[config.mk]
export PLATFORM = sky130hd
export DESIGN_NAME = adder_arbiter_flat
export DESIGN_NICKNAME = d
export VERILOG_FILES = /design/src/rtl/adder_arbiter_if.sv /design/src/rtl/adder_arbiter.sv /design/src/flat_wrapper.sv
export SDC_FILE = /design/constraint.sdc
export NUM_CORES = 1
export LEC_CHECK = 0
export BUFFER_PORTS_ARGS = -buffer_cell sky130_fd_sc_hd__buf_2
export CORE_AREA = 2 2 158 160
export CTS_CLUSTER_SIZE = 14
export DETAILED_ROUTE_END_ITERATION = 8
export DIE_AREA = 0 0 160 162
export GPL_TIMING_DRIVEN = 0
export HOLD_SLACK_MARGIN = 0.03
export RECOVER_POWER = 50
export SETUP_SLACK_MARGIN = 0.1
export SLEW_MARGIN = 20
export SYNTH_ARGS = -nofsm -noshare
export SYNTH_HDL_FRONTEND = slang
export SYNTH_SLANG_ARGS = --single-unit
[constraint.sdc]
create_clock -name clk -period 1.7 [get_ports clk]
set_input_delay 0.255 -clock clk [delete_from_list [all_inputs] [get_ports clk]]
set_output_delay 0.255 -clock clk [all_outputs]
set_load 0.1 [all_outputs]
[src/rtl/adder_arbiter_if.sv]
// Bundle of requester-side and adder-side signals around adder_arbiter.
// slave = arbiter view, master = environment (requesters + adder) view.
interface adder_arbiter_if #(
    parameter int NREQ  = 4,
    parameter int WIDTH = 32
);
    logic [NREQ-1:0]       req_valid;
    logic [NREQ-1:0]       req_ready;
    logic [NREQ*WIDTH-1:0] req_a;
    logic [NREQ*WIDTH-1:0] req_b;
    logic [NREQ-1:0]       rsp_valid;
    logic [WIDTH-1:0]      rsp_res;
    logic                  rsp_overflow;
    logic                  rsp_timeout;
    logic                  busy;
    logic                  add_start;
    logic [WIDTH-1:0]      add_a;
    logic [WIDTH-1:0]      add_b;
    logic                  add_ready;
    logic [WIDTH-1:0]      add_res;
    logic                  add_overflow;

    modport slave (
        input  req_valid, req_a, req_b, add_ready, add_res, add_overflow,
        output req_ready, rsp_valid, rsp_res, rsp_overflow, rsp_timeout,
               busy, add_start, add_a, add_b
    );

    modport master (
        output req_valid, req_a, req_b, add_ready, add_res, add_overflow,
        input  req_ready, rsp_valid, rsp_res, rsp_overflow, rsp_timeout,
               busy, add_start, add_a, add_b
    );
endinterface

[src/rtl/adder_arbiter.sv]
// Round-robin arbiter sharing one sequential adder among NREQ requesters,
// with a watchdog that forces a timeout response if the adder never answers.
module adder_arbiter #(
    parameter int NREQ    = 4,
    parameter int WIDTH   = 32,
    parameter int TIMEOUT = 64
) (
    input  logic             clk,
    input  logic             rst,
    adder_arbiter_if.slave   bus
);
    localparam int GW = $clog2(NREQ);
    localparam int TW = $clog2(TIMEOUT);

    typedef enum logic [1:0] {S_IDLE, S_ISSUE, S_WAIT, S_RESP} state_t;

    state_t           state_q, state_d;
    logic [GW-1:0]    last_grant_q, grant_q;
    logic [TW-1:0]    timer_q;
    logic [WIDTH-1:0] add_a_q, add_b_q, rsp_res_q;
    logic             rsp_ovf_q, rsp_to_q;

    logic [WIDTH-1:0] a_arr [NREQ];
    logic [WIDTH-1:0] b_arr [NREQ];
    logic [NREQ-1:0]  above_last, req_hi;
    logic [GW-1:0]    hi_idx, lo_idx, grant_sel;
    logic             any_req, timeout_hit, accept, resp_fire;

    generate
        for (genvar gi = 0; gi < NREQ; gi++) begin : g_slice
            assign a_arr[gi]      = bus.req_a[gi*WIDTH +: WIDTH];
            assign b_arr[gi]      = bus.req_b[gi*WIDTH +: WIDTH];
            assign above_last[gi] = (GW'(gi) > last_grant_q);
        end
    endgenerate

    // Requests above the last grant win; otherwise wrap to the lowest index.
    assign req_hi  = bus.req_valid & above_last;
    assign any_req = |bus.req_valid;

    always_comb begin
        hi_idx = '0;
        lo_idx = '0;
        for (int i = NREQ-1; i >= 0; i--) begin
            if (req_hi[i])        hi_idx = GW'(i);
            if (bus.req_valid[i]) lo_idx = GW'(i);
        end
        grant_sel = (|req_hi) ? hi_idx : lo_idx;
    end

    assign timeout_hit = (timer_q == TW'(TIMEOUT-1));

    always_ff @(posedge clk) begin
        if (rst) state_q <= S_IDLE;
        else     state_q <= state_d;
    end

    always_comb begin
        state_d = state_q;
        case (state_q)
            S_IDLE:  if (any_req) state_d = S_ISSUE;
            S_ISSUE: state_d = S_WAIT;
            S_WAIT:  if (bus.add_ready || timeout_hit) state_d = S_RESP;
            S_RESP:  state_d = S_IDLE;
            default: state_d = S_IDLE;
        endcase
    end

    // Pulses are masked during reset so nothing leaks out of an aborted transaction.
    always_comb begin
        accept        = (state_q == S_IDLE) && any_req && !rst;
        resp_fire     = (state_q == S_RESP) && !rst;
        bus.add_start = (state_q == S_ISSUE) && !rst;
        bus.busy      = (state_q != S_IDLE);
        bus.req_ready = '0;
        bus.rsp_valid = '0;
        for (int i = 0; i < NREQ; i++) begin
            bus.req_ready[i] = accept    && (grant_sel == GW'(i));
            bus.rsp_valid[i] = resp_fire && (grant_q   == GW'(i));
        end
    end

    always_ff @(posedge clk) begin
        if (rst) begin
            last_grant_q <= GW'(NREQ-1);
            grant_q      <= '0;
            timer_q      <= '0;
            add_a_q      <= '0;
            add_b_q      <= '0;
            rsp_res_q    <= '0;
            rsp_ovf_q    <= 1'b0;
            rsp_to_q     <= 1'b0;
        end else begin
            case (state_q)
                S_IDLE: begin
                    if (any_req) begin
                        grant_q <= grant_sel;
                        add_a_q <= a_arr[grant_sel];
                        add_b_q <= b_arr[grant_sel];
                    end
                end
                S_ISSUE: timer_q <= '0;
                S_WAIT: begin
                    timer_q <= timer_q + 1'b1;
                    if (bus.add_ready) begin
                        rsp_res_q <= bus.add_res;
                        rsp_ovf_q <= bus.add_overflow;
                        rsp_to_q  <= 1'b0;
                    end else if (timeout_hit) begin
                        rsp_res_q <= '0;
                        rsp_ovf_q <= 1'b0;
                        rsp_to_q  <= 1'b1;
                    end
                end
                S_RESP:  last_grant_q <= grant_q;
                default: ;
            endcase
        end
    end

    assign bus.add_a        = add_a_q;
    assign bus.add_b        = add_b_q;
    assign bus.rsp_res      = rsp_res_q;
    assign bus.rsp_overflow = rsp_ovf_q;
    assign bus.rsp_timeout  = rsp_to_q;
endmodule

[src/flat_wrapper.sv]
// flat-port wrapper written by rule: the top's interface ports become plain ports
module adder_arbiter_flat 
#(
    parameter int NREQ    = 4,
    parameter int WIDTH   = 32,
    parameter int TIMEOUT = 64
)
  (clk, rst, bus_req_valid, bus_req_a, bus_req_b, bus_add_ready, bus_add_res, bus_add_overflow, bus_req_ready, bus_rsp_valid, bus_rsp_res, bus_rsp_overflow, bus_rsp_timeout, bus_busy, bus_add_start, bus_add_a, bus_add_b);
  adder_arbiter_if #(.NREQ(NREQ), .WIDTH(WIDTH)) bus_i ();
  input  logic clk;
  input  logic rst;
  input wire logic [$bits(bus_i.req_valid)-1:0] bus_req_valid;
  input wire logic [$bits(bus_i.req_a)-1:0] bus_req_a;
  input wire logic [$bits(bus_i.req_b)-1:0] bus_req_b;
  input wire logic [$bits(bus_i.add_ready)-1:0] bus_add_ready;
  input wire logic [$bits(bus_i.add_res)-1:0] bus_add_res;
  input wire logic [$bits(bus_i.add_overflow)-1:0] bus_add_overflow;
  output wire logic [$bits(bus_i.req_ready)-1:0] bus_req_ready;
  output wire logic [$bits(bus_i.rsp_valid)-1:0] bus_rsp_valid;
  output wire logic [$bits(bus_i.rsp_res)-1:0] bus_rsp_res;
  output wire logic [$bits(bus_i.rsp_overflow)-1:0] bus_rsp_overflow;
  output wire logic [$bits(bus_i.rsp_timeout)-1:0] bus_rsp_timeout;
  output wire logic [$bits(bus_i.busy)-1:0] bus_busy;
  output wire logic [$bits(bus_i.add_start)-1:0] bus_add_start;
  output wire logic [$bits(bus_i.add_a)-1:0] bus_add_a;
  output wire logic [$bits(bus_i.add_b)-1:0] bus_add_b;
  assign bus_i.req_valid = bus_req_valid;
  assign bus_i.req_a = bus_req_a;
  assign bus_i.req_b = bus_req_b;
  assign bus_i.add_ready = bus_add_ready;
  assign bus_i.add_res = bus_add_res;
  assign bus_i.add_overflow = bus_add_overflow;
  assign bus_req_ready = bus_i.req_ready;
  assign bus_rsp_valid = bus_i.rsp_valid;
  assign bus_rsp_res = bus_i.rsp_res;
  assign bus_rsp_overflow = bus_i.rsp_overflow;
  assign bus_rsp_timeout = bus_i.rsp_timeout;
  assign bus_busy = bus_i.busy;
  assign bus_add_start = bus_i.add_start;
  assign bus_add_a = bus_i.add_a;
  assign bus_add_b = bus_i.add_b;
  adder_arbiter #(.NREQ(NREQ), .WIDTH(WIDTH), .TIMEOUT(TIMEOUT)) u_core (.clk(clk), .rst(rst), .bus(bus_i));
endmodule
== Yosys cells after proc, flatten, opt, wreduce, memory -nomap -nowiden ==
Index checks and enable logic that the tools add are counted.

* Bits in registers: 110
* Bits of input ports: 296

* Add/sub/neg operators: 1
* Magnitude comparators: 5
* Equality and inequality tests: 12
* Muxes and demuxes: 25
* Bitwise operators: 2
* Reduce and logical (&&, ||, !) cells: 25

{| class="wikitable"
|+ Operator list
! operator !! number
|-
| $mux W32 || 6
|-
| $bmux W32 S2 || 2
|-
| $mux W2 || 11
|-
| $eq A2 B2 Y1 const B || 6
|-
| $logic_and A1 B1 Y1 || 12
|-
| $pmux W6 S2 || 1
|-
| $pmux W2 S4 || 1
|-
| $reduce_or A4 Y1 || 2
|-
| $add A6 B1 Y6 const B || 1
|-
| $eq A2 B1 Y1 const B || 3
|-
| $eq A6 B6 Y1 const B || 1
|-
| $logic_not A2 Y1 || 3
|-
| $reduce_and A2 Y1 || 3
|-
| $reduce_bool A2 Y1 || 3
|-
| $and A4 B4 Y4 || 1
|-
| $gt A1 B2 Y1 const A || 2
|-
| $gt A2 B2 Y1 const A || 2
|-
| $mux W1 || 4
|-
| $ne A2 B1 Y1 const B || 2
|-
| $ge A3 B3 Y1 const B || 1
|-
| $not A2 Y3 || 1
|-
| $logic_not A1 Y1 || 1
|-
| $logic_or A1 B1 Y1 || 1
|}

== Longest topological paths before layout ==
* Depth after elaboration: 11
* Gate-level depth with buffers: 8

== Worst setup path after synthesis ==
Ideal clock, no wire load.

* Kind: register to output
* Start point: register u_core.state_q[0]
* End point: output port bus_req_ready[1]
* Data arrival time: 3.802 ns
* Path slack: -2.357 ns
* Stages on the path, launching flop included: 6
* Buffers on the path: 0
* Cells stage by stage: dfxtp_1 -> inv_1 -> ha_1 -> inv_1 -> or3_1 -> nor3b_1

* Longest elaborated chain between the ends: 4

{| class="wikitable"
|+ Ends and longest elaborated chain
! what !! RTL line !! text
|-
| start: declaration || adder_arbiter.sv:17 || <nowiki>state_t state_q, state_d;</nowiki>
|-
| start signal: assignment || adder_arbiter.sv:55 || <nowiki>else state_q <= state_d;</nowiki>
|-
| $logic_not A2 Y1 || adder_arbiter.sv:71 || <nowiki>accept = (state_q == S_IDLE) && any_req && !rst;</nowiki>
|-
| $logic_and A1 B1 Y1 (2 in series) || adder_arbiter.sv:71 ||
|-
| $logic_and A1 B1 Y1 || adder_arbiter.sv:78 || <nowiki>bus.req_ready[i] = accept && (grant_sel == GW'(i));</nowiki>
|-
| end: declaration || flat_wrapper.sv:18 || <nowiki>output wire logic [$bits(bus_i.req_ready)-1:0] bus_req_ready;</nowiki>
|}

Every way passes these cells.

== Worst setup path in the final report ==
* Start point: register u_core.last_grant_q[1]
* End point: output port bus_req_ready[1]

* Longest elaborated chain between the ends: 9
* Elaborated cells on any way between the ends: 13

{| class="wikitable"
|+ Ends and longest elaborated chain
! what !! RTL line !! text
|-
| start: declaration || adder_arbiter.sv:18 || <nowiki>logic [GW-1:0] last_grant_q, grant_q;</nowiki>
|-
| start signal: assignment || adder_arbiter.sv:85 || <nowiki>last_grant_q <= GW'(NREQ-1);</nowiki>
|-
| start signal: assignment || adder_arbiter.sv:115 || <nowiki>S_RESP: last_grant_q <= grant_q;</nowiki>
|-
| $gt A2 B2 Y1 || adder_arbiter.sv:33 || <nowiki>assign above_last[gi] = (GW'(gi) > last_grant_q);</nowiki>
|-
| $and A4 B4 Y4 (*) || adder_arbiter.sv:38 || <nowiki>assign req_hi = bus.req_valid & above_last;</nowiki>
|-
| $mux W2 (4 in series) || adder_arbiter.sv:45 || <nowiki>if (req_hi[i]) hi_idx = GW'(i);</nowiki>
|-
| $mux W2 (*) || adder_arbiter.sv:48 || <nowiki>grant_sel = (|req_hi) ? hi_idx : lo_idx;</nowiki>
|-
| $eq A2 B1 Y1 (*) || adder_arbiter.sv:78 ||
|-
| $logic_and A1 B1 Y1 (*) || adder_arbiter.sv:78 ||
|}

Mark *: on every way between the ends. The rest lies on a longest branch, timed or not.

==> impl_metrics.yaml <==
yosys:
  synth_most_common_cell: "dfxtp_1"
  avgSynthCellArea_um2: 8.19
  yosysTopAreaCell: "dfxtp_1"
  synth_async_sr_flop_share: 0
  synth_commonest_cells: "dfxtp_1 (110), nand2_1 (74), inv_1 (73), o21ai_1 (67), nand3_1 (65)"
  synth_nets: 1033
  ys_top_cells_by_area: "dfxtp_1 (37%), o221ai_1 (9.4%), o221a_2 (6.8%), o21ai_1 (5.6%), nand3_1 (5.4%)"
  synth_edf_count: 0
  syn_inst: 731
  yosysWarnings: 0
  synth_top_area_frac: 0.368
  synth_flop_cell: "dfxtp_1"
  ys_ff_latch: 110
  synth_cell_types: 44
  ys_seq_area_frac: 0.368
  synth_area_mm2: 0.00599
timing:
  fmax_mhz: 449
  slew_violations: 0
  setup_viol: 58
  worst_slew_pin_slew_ns: 0.690
  min_period_over_period: 1.31
  relSlewSlack: 0.540
  fin_setup_tns_ns: -4.79
  finalHoldViolCount: 0
  min_period_ns: 2.23
  rsz0062_at_grt: "yes"
  fin_ws_ns: -0.526
  skew_ns: 0.0191
setup_path:
  worstPathArrival_ns: 1.97
  reg2reg_depth: 9
  cp-start-kind: "flip-flop"
  cp-end-kind: "output port"
  cp_top_family: "buffers and inverters"
  slowest_stage: "dfxtp_2"
  required_ns: 1.44
  critPathLaunch: "u_core.last_grant_q[1]"
  timing.rr.start: "u_core.last_grant_q[1]"
  cp_slowest_stage_delay_ns: 0.33
  crit_top_cell: "buf_12"
  worstPathCellList: "buf_6 -> nand2b_4 -> a21o_1 -> o211a_4 -> buf_12 -> buf_12 -> nor3b_4 -> buf_12"
  r2r_setup_slack_ns: -0.11
  cp_num_buf_inv: 4
  critPathKind: "flip-flop to output port"
  timing.rr.end: "u_core.bus.add_b[22]"
  cp_max_fo: 5
global_routing:
  grt_pass1_wl_um: 41100
  antenna_found_initial: 1
  grt_pass1_vias: 7393
  grt_overflow: 0
  grt_max_degree: 24
  grt_use_total: 0.203
pwr:
  finalPower_mw: 17.0
  ir_drop_uv: 774
  p_leak_nw: 4.88
  powerDensity_mw_per_mm2: 1680
final_layout:
  diodes: 0
  area_delta_synth_final_pct: 69.0
  drive_above_1_share: 0.530
  post-route-util: 0.420
  layout.nets: 1485
cts:
  clk_pin_slew_worst_paths_ns: 0.10
  cts_buffers: 9
  cts_tree: "done"
  ctsHoldBuffers: 0
  insertion_delay_ns: 0.37
  cts.sinks: 110
  h-tree-depth: 3
  root_buffer: "clkbuf_16"
  ctsLongestPathBuffers: 2
placed_design:
  dp_slack_ns: -1.10
  hpwl_um: 21000
  gp_congestion: 0.917
  numPortBuffers: 399
floorplanning:
  start_util: 0.248
  pin_count: 404
  dieArea_mm2: 0.0259
  core_mm2: 0.0241
  die_width_um: 160
  die_h_um: 162
  rows: 57
routing:
  detail_route.wl_per_cell_um: 18.6
  viasPerCell: 4.92
  route.detailed.drc: 0
  first_iter_violations: 550
  vias: 7436
  drt-total-wl_um: 28100
  drtAntennaViolNets: 0
  drt_pass1_iterations: 5
worst_hold_path:
  holdPathEnd: "u_core.bus.rsp_res[18]"
  hold_path_startpoint: "bus_add_res[18]"
  whs_path_depth: 3
  hp-class: "primary input to flip-flop"
job:
  cap_violations: 0
outcome:
  violations: "negative setup slack"
  outcome: "finished with violations"
power by group:
| part | internal [mW] | switching (mW) | total (mW) |
|---|---|---|---|
| combinational | 3.00 | 7.95 | 10.9 |
| sequential | 3.33 | 0.427 | 3.76 |
| clock | 1.08 | 1.23 | 2.31 |
tightest hold or removal path, cell delays in order:
cell and delay [ns]:
buf_2 0.07, a22oi_1 0.07, nor2_1 0.07
per-stage QoR:
step / cell area (µm²) / hold WS (ns) / std cells
floorplan: 6110 / 0.418 / 731
finish: 10100 / 0.122 / 1512
detailed placement: 8510 / 0.436 / 1454
global placement: 8510 / 0.429 / 1454
global route: 10100 / 0.124 / 1512
CTS: 9550 / 0.110 / 1497
state kept, by name, indices dropped and copies added, names as in the netlist:
name / count
u_core.bus.add_a: 32
u_core.bus.add_b: 32
u_core.bus.rsp_overflow: 1
u_core.bus.rsp_res: 32
u_core.bus.rsp_timeout: 1
u_core.grant_q: 2
u_core.last_grant_q: 2
u_core.state_q: 2
u_core.timer_q: 6
metal layers:
| metal | vias up | part of all wire | global-route usage |
|---|---|---|---|
| met5 | - | 0.00046 | 0 |
| met4 | 2 | 0.021 | 0.0594 |
| met3 | 35 | 0.057 | 0.0360 |
| met2 | 307 | 0.50 | 0.357 |
| met1 | 3468 | 0.43 | 0.253 |
| li1 | 3624 | - | - |
cells in the final DEF (no fill, tap or decap), drive strengths merged, types with 2 or more instances in the layout:
cell      count
a211oi        2
xor2          3
nor3b         2
a22oi        34
nand3        65
nor2b         3
ha            6
mux2i         2
buf         481
and2          2
inv          76
a21oi         4
clkinvlp      2
o21ai        73
nor3          4
o221ai       64
clkbuf       47
o221a        64
a32oi         2
nand2b        5
clkinv        3
o211ai        4
nand2        74
nor2         44
nand4         2
or3           2
dfxtp       110
worst max path at each step:
| stage | endpoint | slack, ns | cells past startpoint |
|---|---|---|---|
| after floorplan | bus_req_ready[1] | -0.96 | 5 |
| after global placement | bus_req_ready[1] | -1.09 | 7 |
| final | bus_req_ready[1] | -0.53 | 8 |
| after detailed placement | bus_req_ready[1] | -1.10 | 7 |
| after CTS | bus_req_ready[1] | -0.53 | 8 |
| after global routing | bus_req_ready[2] | -0.59 | 6 |
layout make-up:
class | instances | area [µm²]
Fill cell | 2536 | 14000
Multi-Input combinational cell | 469 | 3530
Timing Repair Buffer | 444 | 2700
Sequential cell | 110 | 2220
Buffer | 75 | 663
Tap cell | 324 | 405
Inverter | 74 | 284
Clock buffer | 9 | 225
Clock inverter | 7 | 95.1
repair_timing:
action / CTS / global route
pin swaps: 13 / 15
gates cloned: 2 / 5
setup buffers: 27 / 11
resized for setup: 134 / 96
setup endpoints to repair: 113 / 108
kinds of logic (layout without fill, tap and decap cells):
| kind of cell | Yosys count | in the layout | synth area share |
|---|---|---|---|
| compound gates | 252 | 252 | 0.344 |
| xor+xnor | 4 | 4 | 0.00585 |
| fa+ha+maj | 6 | 6 | 0.0125 |
| buf+inv | 152 | 609 | 0.112 |
| flops | 110 | 110 | 0.368 |
| mux | 2 | 2 | 0.00334 |
| simple gates | 205 | 205 | 0.154 |
(Power assumes the default switching activity.)
